`src/rtl/sort_wb_packer_pkg.sv`:
```
// Shared definitions for the merge-sort write-back path: DRAM request
// encodings, line/key geometry, address stepping and the packer FSM states.
package sort_wb_packer_pkg;

  localparam int DRAMW  = 512;
  localparam int KEYW   = 32;
  localparam int KPL    = DRAMW / KEYW;
  localparam int LANE_W = $clog2(KPL);

  localparam logic [31:0] ADR_STEP      = 32'd8;
  localparam logic [31:0] MEM_LAST_ADDR = 32'h07FF_FFF8;

  localparam logic [1:0] DRAM_REQ_NONE  = 2'd0;
  localparam logic [1:0] DRAM_REQ_WRITE = 2'd1;
  localparam logic [1:0] DRAM_REQ_READ  = 2'd2;

  typedef enum logic [2:0] {
    ST_IDLE,
    ST_REQ,
    ST_WRITE,
    ST_DRAIN_WAIT,
    ST_FIN
  } wb_state_e;

  // Line address following adr; the DRAM region wraps back to 0.
  function automatic logic [31:0] next_line_adr(input logic [31:0] adr);
    return (adr == MEM_LAST_ADDR) ? 32'd0 : adr + ADR_STEP;
  endfunction

endpackage

```
`src/rtl/sort_wb_packer_wb_line_fifo.sv`:
```
// First-word-fall-through line FIFO for the write-back packer.
// Ports:
//   clk, rst  : clock, synchronous active-high reset (pointers and count only)
//   wr_en     : push wr_data (ignored when full)
//   rd_en     : pop the head (ignored when empty)
//   rd_data   : current head entry, valid whenever count != 0
//   count     : number of stored entries, 0..DEPTH
module wb_line_fifo #(
  parameter int W     = 512,
  parameter int DEPTH = 8
) (
  input  logic                   clk,
  input  logic                   rst,
  input  logic                   wr_en,
  input  logic [W-1:0]           wr_data,
  input  logic                   rd_en,
  output logic [W-1:0]           rd_data,
  output logic [$clog2(DEPTH):0] count
);

  localparam int AW = $clog2(DEPTH);
  localparam logic [AW:0] FULL_CNT = (AW+1)'(DEPTH);

  logic [W-1:0]  mem_q [DEPTH];
  logic [AW-1:0] wr_ptr_q, wr_ptr_d;
  logic [AW-1:0] rd_ptr_q, rd_ptr_d;
  logic [AW:0]   count_q, count_d;
  logic          do_wr, do_rd;

  always_comb begin
    do_wr    = wr_en && (count_q != FULL_CNT);
    do_rd    = rd_en && (count_q != '0);
    wr_ptr_d = wr_ptr_q;
    rd_ptr_d = rd_ptr_q;
    count_d  = count_q;
    if (do_wr) wr_ptr_d = wr_ptr_q + AW'(1);
    if (do_rd) rd_ptr_d = rd_ptr_q + AW'(1);
    // push and pop together leave the occupancy unchanged
    case ({do_wr, do_rd})
      2'b10:   count_d = count_q + (AW+1)'(1);
      2'b01:   count_d = count_q - (AW+1)'(1);
      default: count_d = count_q;
    endcase
  end

  always_ff @(posedge clk) begin
    if (rst) begin
      wr_ptr_q <= '0;
      rd_ptr_q <= '0;
      count_q  <= '0;
    end else begin
      wr_ptr_q <= wr_ptr_d;
      rd_ptr_q <= rd_ptr_d;
      count_q  <= count_d;
    end
  end

  always_ff @(posedge clk) begin
    if (do_wr) mem_q[wr_ptr_q] <= wr_data;
  end

  assign rd_data = mem_q[rd_ptr_q];
  assign count   = count_q;

endmodule

```
`src/rtl/sort_wb_packer.sv`:
```
// Write-back packer: packs sorted 32-bit keys 16 per DRAM line, queues
// lines in a FIFO and issues fixed-size write bursts to the DRAM controller.
// Ports:
//   CLK, RST            : clock, synchronous active-high reset
//   START, BASE_ADR     : begin a phase at BASE_ADR (honoured only when idle)
//   IN_VALID, IN_KEY    : key stream; IN_FULL is the backpressure
//   FLUSH               : end of stream; pads and drains the last line
//   D_BUSY, D_W         : controller status / data-consume strobe
//   D_REQ, D_INITADR,
//   D_BLOCKS, D_DIN     : burst request and FWFT line data
//   DONE, ERR, LINES    : phase complete pulse, sticky error, lines written
module sort_wb_packer
  import sort_wb_packer_pkg::*;
#(
  parameter int FIFO_DEPTH = 8,
  parameter int BURST      = 4
) (
  input  logic             CLK,
  input  logic             RST,
  input  logic             START,
  input  logic [31:0]      BASE_ADR,
  input  logic             IN_VALID,
  input  logic [KEYW-1:0]  IN_KEY,
  input  logic             FLUSH,
  output logic             IN_FULL,
  input  logic             D_BUSY,
  input  logic             D_W,
  output logic [1:0]       D_REQ,
  output logic [31:0]      D_INITADR,
  output logic [31:0]      D_BLOCKS,
  output logic [DRAMW-1:0] D_DIN,
  output logic             DONE,
  output logic             ERR,
  output logic [31:0]      LINES
);

  localparam int CW = $clog2(FIFO_DEPTH) + 1;
  localparam logic [CW-1:0] FULL_CNT  = CW'(FIFO_DEPTH);
  localparam logic [CW-1:0] BURST_CNT = CW'(BURST);

  wb_state_e         state_q, state_d;
  logic [LANE_W-1:0] lane_q, lane_d;
  logic [DRAMW-1:0]  line_q, line_d;
  logic              flush_pend_q, flush_pend_d;
  logic [31:0]       cur_adr_q, cur_adr_d;
  logic [31:0]       lines_q, lines_d;
  logic [CW-1:0]     remain_q, remain_d;
  logic [1:0]        d_req_q, d_req_d;
  logic [31:0]       d_initadr_q, d_initadr_d;
  logic [31:0]       d_blocks_q, d_blocks_d;
  logic              err_q, err_d;

  logic              push, pop, pad_now, key_ok, in_full;
  logic [DRAMW-1:0]  push_line;
  logic [CW-1:0]     fifo_cnt;

  function automatic logic [CW-1:0] clip_blocks(input logic [CW-1:0] cnt);
    return (cnt >= BURST_CNT) ? BURST_CNT : cnt;
  endfunction

  wb_line_fifo #(
    .W     (DRAMW),
    .DEPTH (FIFO_DEPTH)
  ) u_fifo (
    .clk     (CLK),
    .rst     (RST),
    .wr_en   (push),
    .wr_data (push_line),
    .rd_en   (pop),
    .rd_data (D_DIN),
    .count   (fifo_cnt)
  );

  always_comb begin
    state_d      = state_q;
    lane_d       = lane_q;
    line_d       = line_q;
    flush_pend_d = flush_pend_q;
    cur_adr_d    = cur_adr_q;
    lines_d      = lines_q;
    remain_d     = remain_q;
    d_req_d      = DRAM_REQ_NONE;
    d_initadr_d  = d_initadr_q;
    d_blocks_d   = d_blocks_q;
    err_d        = err_q;
    push         = 1'b0;
    pop          = 1'b0;
    push_line    = line_q;

    in_full = (fifo_cnt == FULL_CNT);
    // A partial line left behind by FLUSH is padded and pushed before any new key.
    pad_now = flush_pend_q && (lane_q != '0);
    key_ok  = IN_VALID && !in_full && !pad_now;

    if (pad_now) begin
      if (!in_full) begin
        for (int k = 0; k < KPL; k++) begin
          if (k >= int'(lane_q)) push_line[KEYW*k +: KEYW] = '1;
        end
        push   = 1'b1;
        lane_d = '0;
      end
    end else if (key_ok) begin
      push_line[KEYW*int'(lane_q) +: KEYW] = IN_KEY;
      line_d = push_line;
      if (lane_q == LANE_W'(KPL-1)) begin
        push   = 1'b1;
        lane_d = '0;
      end else begin
        lane_d = lane_q + LANE_W'(1);
      end
    end

    unique case (state_q)
      ST_IDLE: begin
        if (flush_pend_q && (lane_q == '0) && (fifo_cnt == '0)) begin
          state_d = ST_FIN;
        end else if (!D_BUSY && ((fifo_cnt >= BURST_CNT) ||
                     (flush_pend_q && (lane_q == '0) && (fifo_cnt != '0)))) begin
          state_d     = ST_REQ;
          d_req_d     = DRAM_REQ_WRITE;
          d_initadr_d = cur_adr_q;
          d_blocks_d  = 32'(clip_blocks(fifo_cnt));
          remain_d    = clip_blocks(fifo_cnt);
        end
      end
      ST_REQ: state_d = ST_WRITE;
      ST_WRITE: begin
        if (D_W && (fifo_cnt != '0)) begin
          pop       = 1'b1;
          lines_d   = lines_q + 32'd1;
          cur_adr_d = next_line_adr(cur_adr_q);
          remain_d  = remain_q - CW'(1);
          if (remain_q == CW'(1)) state_d = ST_DRAIN_WAIT;
        end
      end
      ST_DRAIN_WAIT: begin
        if (!D_BUSY) state_d = ST_IDLE;
      end
      ST_FIN: begin
        state_d      = ST_IDLE;
        flush_pend_d = 1'b0;
      end
      default: state_d = ST_IDLE;
    endcase

    if (START) begin
      if (state_q == ST_IDLE) begin
        cur_adr_d    = BASE_ADR;
        lines_d      = 32'd0;
        lane_d       = '0;
        flush_pend_d = 1'b0;
      end else begin
        err_d = 1'b1;
      end
    end

    if (FLUSH) begin
      if (flush_pend_q) err_d = 1'b1;
      flush_pend_d = 1'b1;
    end

    if (IN_VALID && in_full)         err_d = 1'b1;
    if (D_W && (fifo_cnt == '0))     err_d = 1'b1;
  end

  always_ff @(posedge CLK) begin
    if (RST) begin
      state_q      <= ST_IDLE;
      lane_q       <= '0;
      flush_pend_q <= 1'b0;
      cur_adr_q    <= 32'd0;
      lines_q      <= 32'd0;
      remain_q     <= '0;
      d_req_q      <= DRAM_REQ_NONE;
      d_initadr_q  <= 32'd0;
      d_blocks_q   <= 32'd0;
      err_q        <= 1'b0;
    end else begin
      state_q      <= state_d;
      lane_q       <= lane_d;
      flush_pend_q <= flush_pend_d;
      cur_adr_q    <= cur_adr_d;
      lines_q      <= lines_d;
      remain_q     <= remain_d;
      d_req_q      <= d_req_d;
      d_initadr_q  <= d_initadr_d;
      d_blocks_q   <= d_blocks_d;
      err_q        <= err_d;
    end
    line_q <= line_d;
  end

  assign IN_FULL   = in_full;
  assign D_REQ     = d_req_q;
  assign D_INITADR = d_initadr_q;
  assign D_BLOCKS  = d_blocks_q;
  assign DONE      = (state_q == ST_FIN);
  assign ERR       = err_q;
  assign LINES     = lines_q;

endmodule

```
`config.mk`:
```
export PLATFORM = sky130hd
export DESIGN_NAME = sort_wb_packer
export DESIGN_NICKNAME = d
export VERILOG_FILES = /design/src/rtl/sort_wb_packer_pkg.sv /design/src/rtl/sort_wb_packer_wb_line_fifo.sv /design/src/rtl/sort_wb_packer.sv
export SDC_FILE = /design/constraint.sdc
export NUM_CORES = 2
export LEC_CHECK = 0
export CAP_MARGIN = 20
export CORE_MARGIN = 2
export CORE_UTILIZATION = 50
export DETAILED_ROUTE_END_ITERATION = 8
export PLACE_DENSITY = 0.67
export SYNTH_ARGS = -nofsm -noshare
export SYNTH_HDL_FRONTEND = slang
export SYNTH_SLANG_ARGS = --single-unit
```
`constraint.sdc`:
```
create_clock -name CLK -period 97.9 [get_ports CLK]
set_input_delay 14.685 -clock CLK [delete_from_list [all_inputs] [get_ports CLK]]
set_output_delay 14.685 -clock CLK [all_outputs]
set_load 0.02 [all_outputs]
```
==> flow_summary_export.csv <==
group,metric,value,unit
global_routing,grt_start_max_net_pins,146,
drt,wl_per_cell,31.47,µm
die,die-width,615.3,µm
die,die-area,378600,µm²
global_routing,grt_use_total,25.77,%
sta,hold_violations,0,
power_and_ir_drop,finalPower,4.174,mW
layout,nets,10430,
synth,yosysWarnings,0,
die,start_util,50.21,%
drt,vias,97410,
power_and_ir_drop,power_density,19.47,nW/µm²
sta,slew_violations,0,
global_routing,grt_pass1_vias,97080,
placement,dp.final_hpwl,282700,µm
sta,setup_ws,75730,ps
cts,hold_buffers,0,
layout,area_delta_synth_final,14.74,%
sta,relSlewSlack,18.17,%
sta,clock.fmax,45.11,MHz
sta,period_minus_slack,22170,ps
drt,via_per_inst,6.190,
cts,cts_max_path_buffers,4,
cts,root_buffer,"clkbuf_16",
placement,dp.cells,14840,
die,pin_count,684,
placement,finalWeightedCongestion,0.7955,
die,die_h,615.3,µm
drt,drtPass1Iterations,8,
drt,ant_nets,0,
sta,setup_violations,0,
layout,drive_gt1_share,23.53,%
critical_path,cp-start-kind,"register",
synth,syn_inst,9624,
hold_path,worst_hold_path_type,"reg2reg",
cts,numCtsBuffers,463,
synth,ys_types,78,
synth,async_flop_share,0,%
power_and_ir_drop,ir_worst_vdd,0.00001708,V
sta,fin_setup_tns,0,ps
sta,min_period_over_period,22.64,%
critical_path,cp-end-kind,"primary output",
layout,fin_cells,15740,
layout,fin_util,57.61,%
cts,clkLatencyLatePin,990,ps
global_routing,overflow,0,
synth,synth_edf_count,4608,
drt,route.detailed.drc,0,
synth,syn_area,186900,µm²
sta,finClkSkew,82.11,ps
drt,drtIter0Drc,11970,
cts,clkTransAtPathRegs,60,ps
global_routing,grt_pass1_wl,704500,µm
cts,postCtsSetupBuffers,0,
synth,seq_area_frac_synth,75.41,%
power_and_ir_drop,p_leak,63.39,nW
critical_path,crit_arrival,7480,ps
global_routing,antenna_found_initial,39,
sta,tightestPinTransition,1227,ps
status,status,"completed",
cts,cts_tree,"built",
drt,wl,495100,µm
job,drv_cap,0,
cts,htree_levels,5,
cts,cts.repair.resized,0,
placement,port_buffers,654,
cts,clkSinkCount,4735,
critical_path,worstSetupPathType,"reg2out",
sta,rsz0062_at_grt,"false",
die,rows,224,
die,core_area,372200,µm²
layout,layout_commonest_cell,"edfxtp_1",
placement,pre_cts_slack,76660,ps
layout,final_cell_mix,"edfxtp_1, mux4_2, o21ai_0",
synth,ys_ff_latch,4735,
synth,syn_avg_cell_area,19.42,µm²
critical_path,crit_path_max_fanout,127,
synth,synthFlopType,"edfxtp_1",
critical_path,required,83220,ps
==> where the power goes <==
part	internal (mW)	switching, mW
clock network	1.01	0.761
registers	2.26	0.0107
logic	0.0351	0.101
==> cell type report <==
cell class              instances  area (µm²)
diodes                         24       60.06
clock buffers                 570       12120
clock inverters               288        2959
fillers                     27130      157800
inverters                      55       214.0
multi-input cells            4221       43460
flip-flops and latches       4735      140900
well taps                    4972        6221
repair buffers                871        8462
==> cells by family after synthesis <==
kind of cell / count (synthesis) / share of synthesized area, %
adders and majority gates: 15 / 0.1004
AOI/OAI and AO/OA: 1302 / 4.224
buffers and inverters: 696 / 1.562
muxes: 1539 / 15.44
DFF: 4735 / 75.41
other: 1 / 0.002007
and+or+nand+nor: 1287 / 3.028
xor gates and xnor gates: 49 / 0.2297
==> cell usage after synthesis (116+ instances only) <==
| cell | n | area (µm²) |
|---|---|---|
| mux2_2 | 512 | 5766 |
| nand2_1 | 735 | 2759 |
| nor3_1 | 125 | 625.6 |
| o22a_1 | 128 | 1121 |
| dfxtp_1 | 127 | 2542 |
| edfxtp_1 | 4608 | 138400 |
| mux4_2 | 1024 | 23060 |
| buf_2 | 116 | 580.6 |
| a21oi_1 | 163 | 815.8 |
| nand3_1 | 145 | 725.7 |
| nor2_1 | 152 | 570.6 |
| o21ai_0 | 818 | 4094 |
| clkbuf_1 | 390 | 1464 |
==> worst max-delay path, cell delays in order (launching register included) <==
cell	delay [ps]
dfxtp_4	950
buf_4	660
buf_4	860
buf_12	480
buf_4	890
buf_4	900
mux4_2	410
mux2_2	380
clkdlybuf4s50_1	590
==> flip-flops by register name, summed over array words and instances (netlist names), 3 cells and up, named ones only <==
name,flops
u_fifo.mem_q,4096
line_q,512
lane_q,4
u_fifo.wr_ptr_q,3
remain_q,4
cur_adr_q,32
D_BLOCKS,4
u_fifo.rd_ptr_q,3
D_INITADR,32
u_fifo.count,4
LINES,32
state_q,3
==> through the flow <==
step                hold WS (ps)  area [µm²]
finish                     458.6      214400
global route               481.3      214400
CTS                        459.9      214200
detailed placement         447.0      199100
global placement           447.7      199100
floorplan                  440.8      187000
==> path summary, 6_finish.rpt <==
kind,start,endpoint,slack (ps),depth (start not counted)
setup / recovery,register,D_DIN[128],75730,8
hold / removal,D_INITADR[0],D_INITADR[0],460,2
setup reg to reg,lane_q[1],u_fifo.mem_q[7][426],90780,9
hold reg to reg,D_INITADR[0],D_INITADR[0],460,2
==> per-layer routing <==
layer	wire [µm]	up-vias	GRT usage [%]
li1	-	40660	-
met1	199000	51710	36.01
met2	236300	4403	40.93
met3	41470	642	4.835
met4	18440	0	9.170
met5	0	-	0
Power figures use the tool's default switching activity.
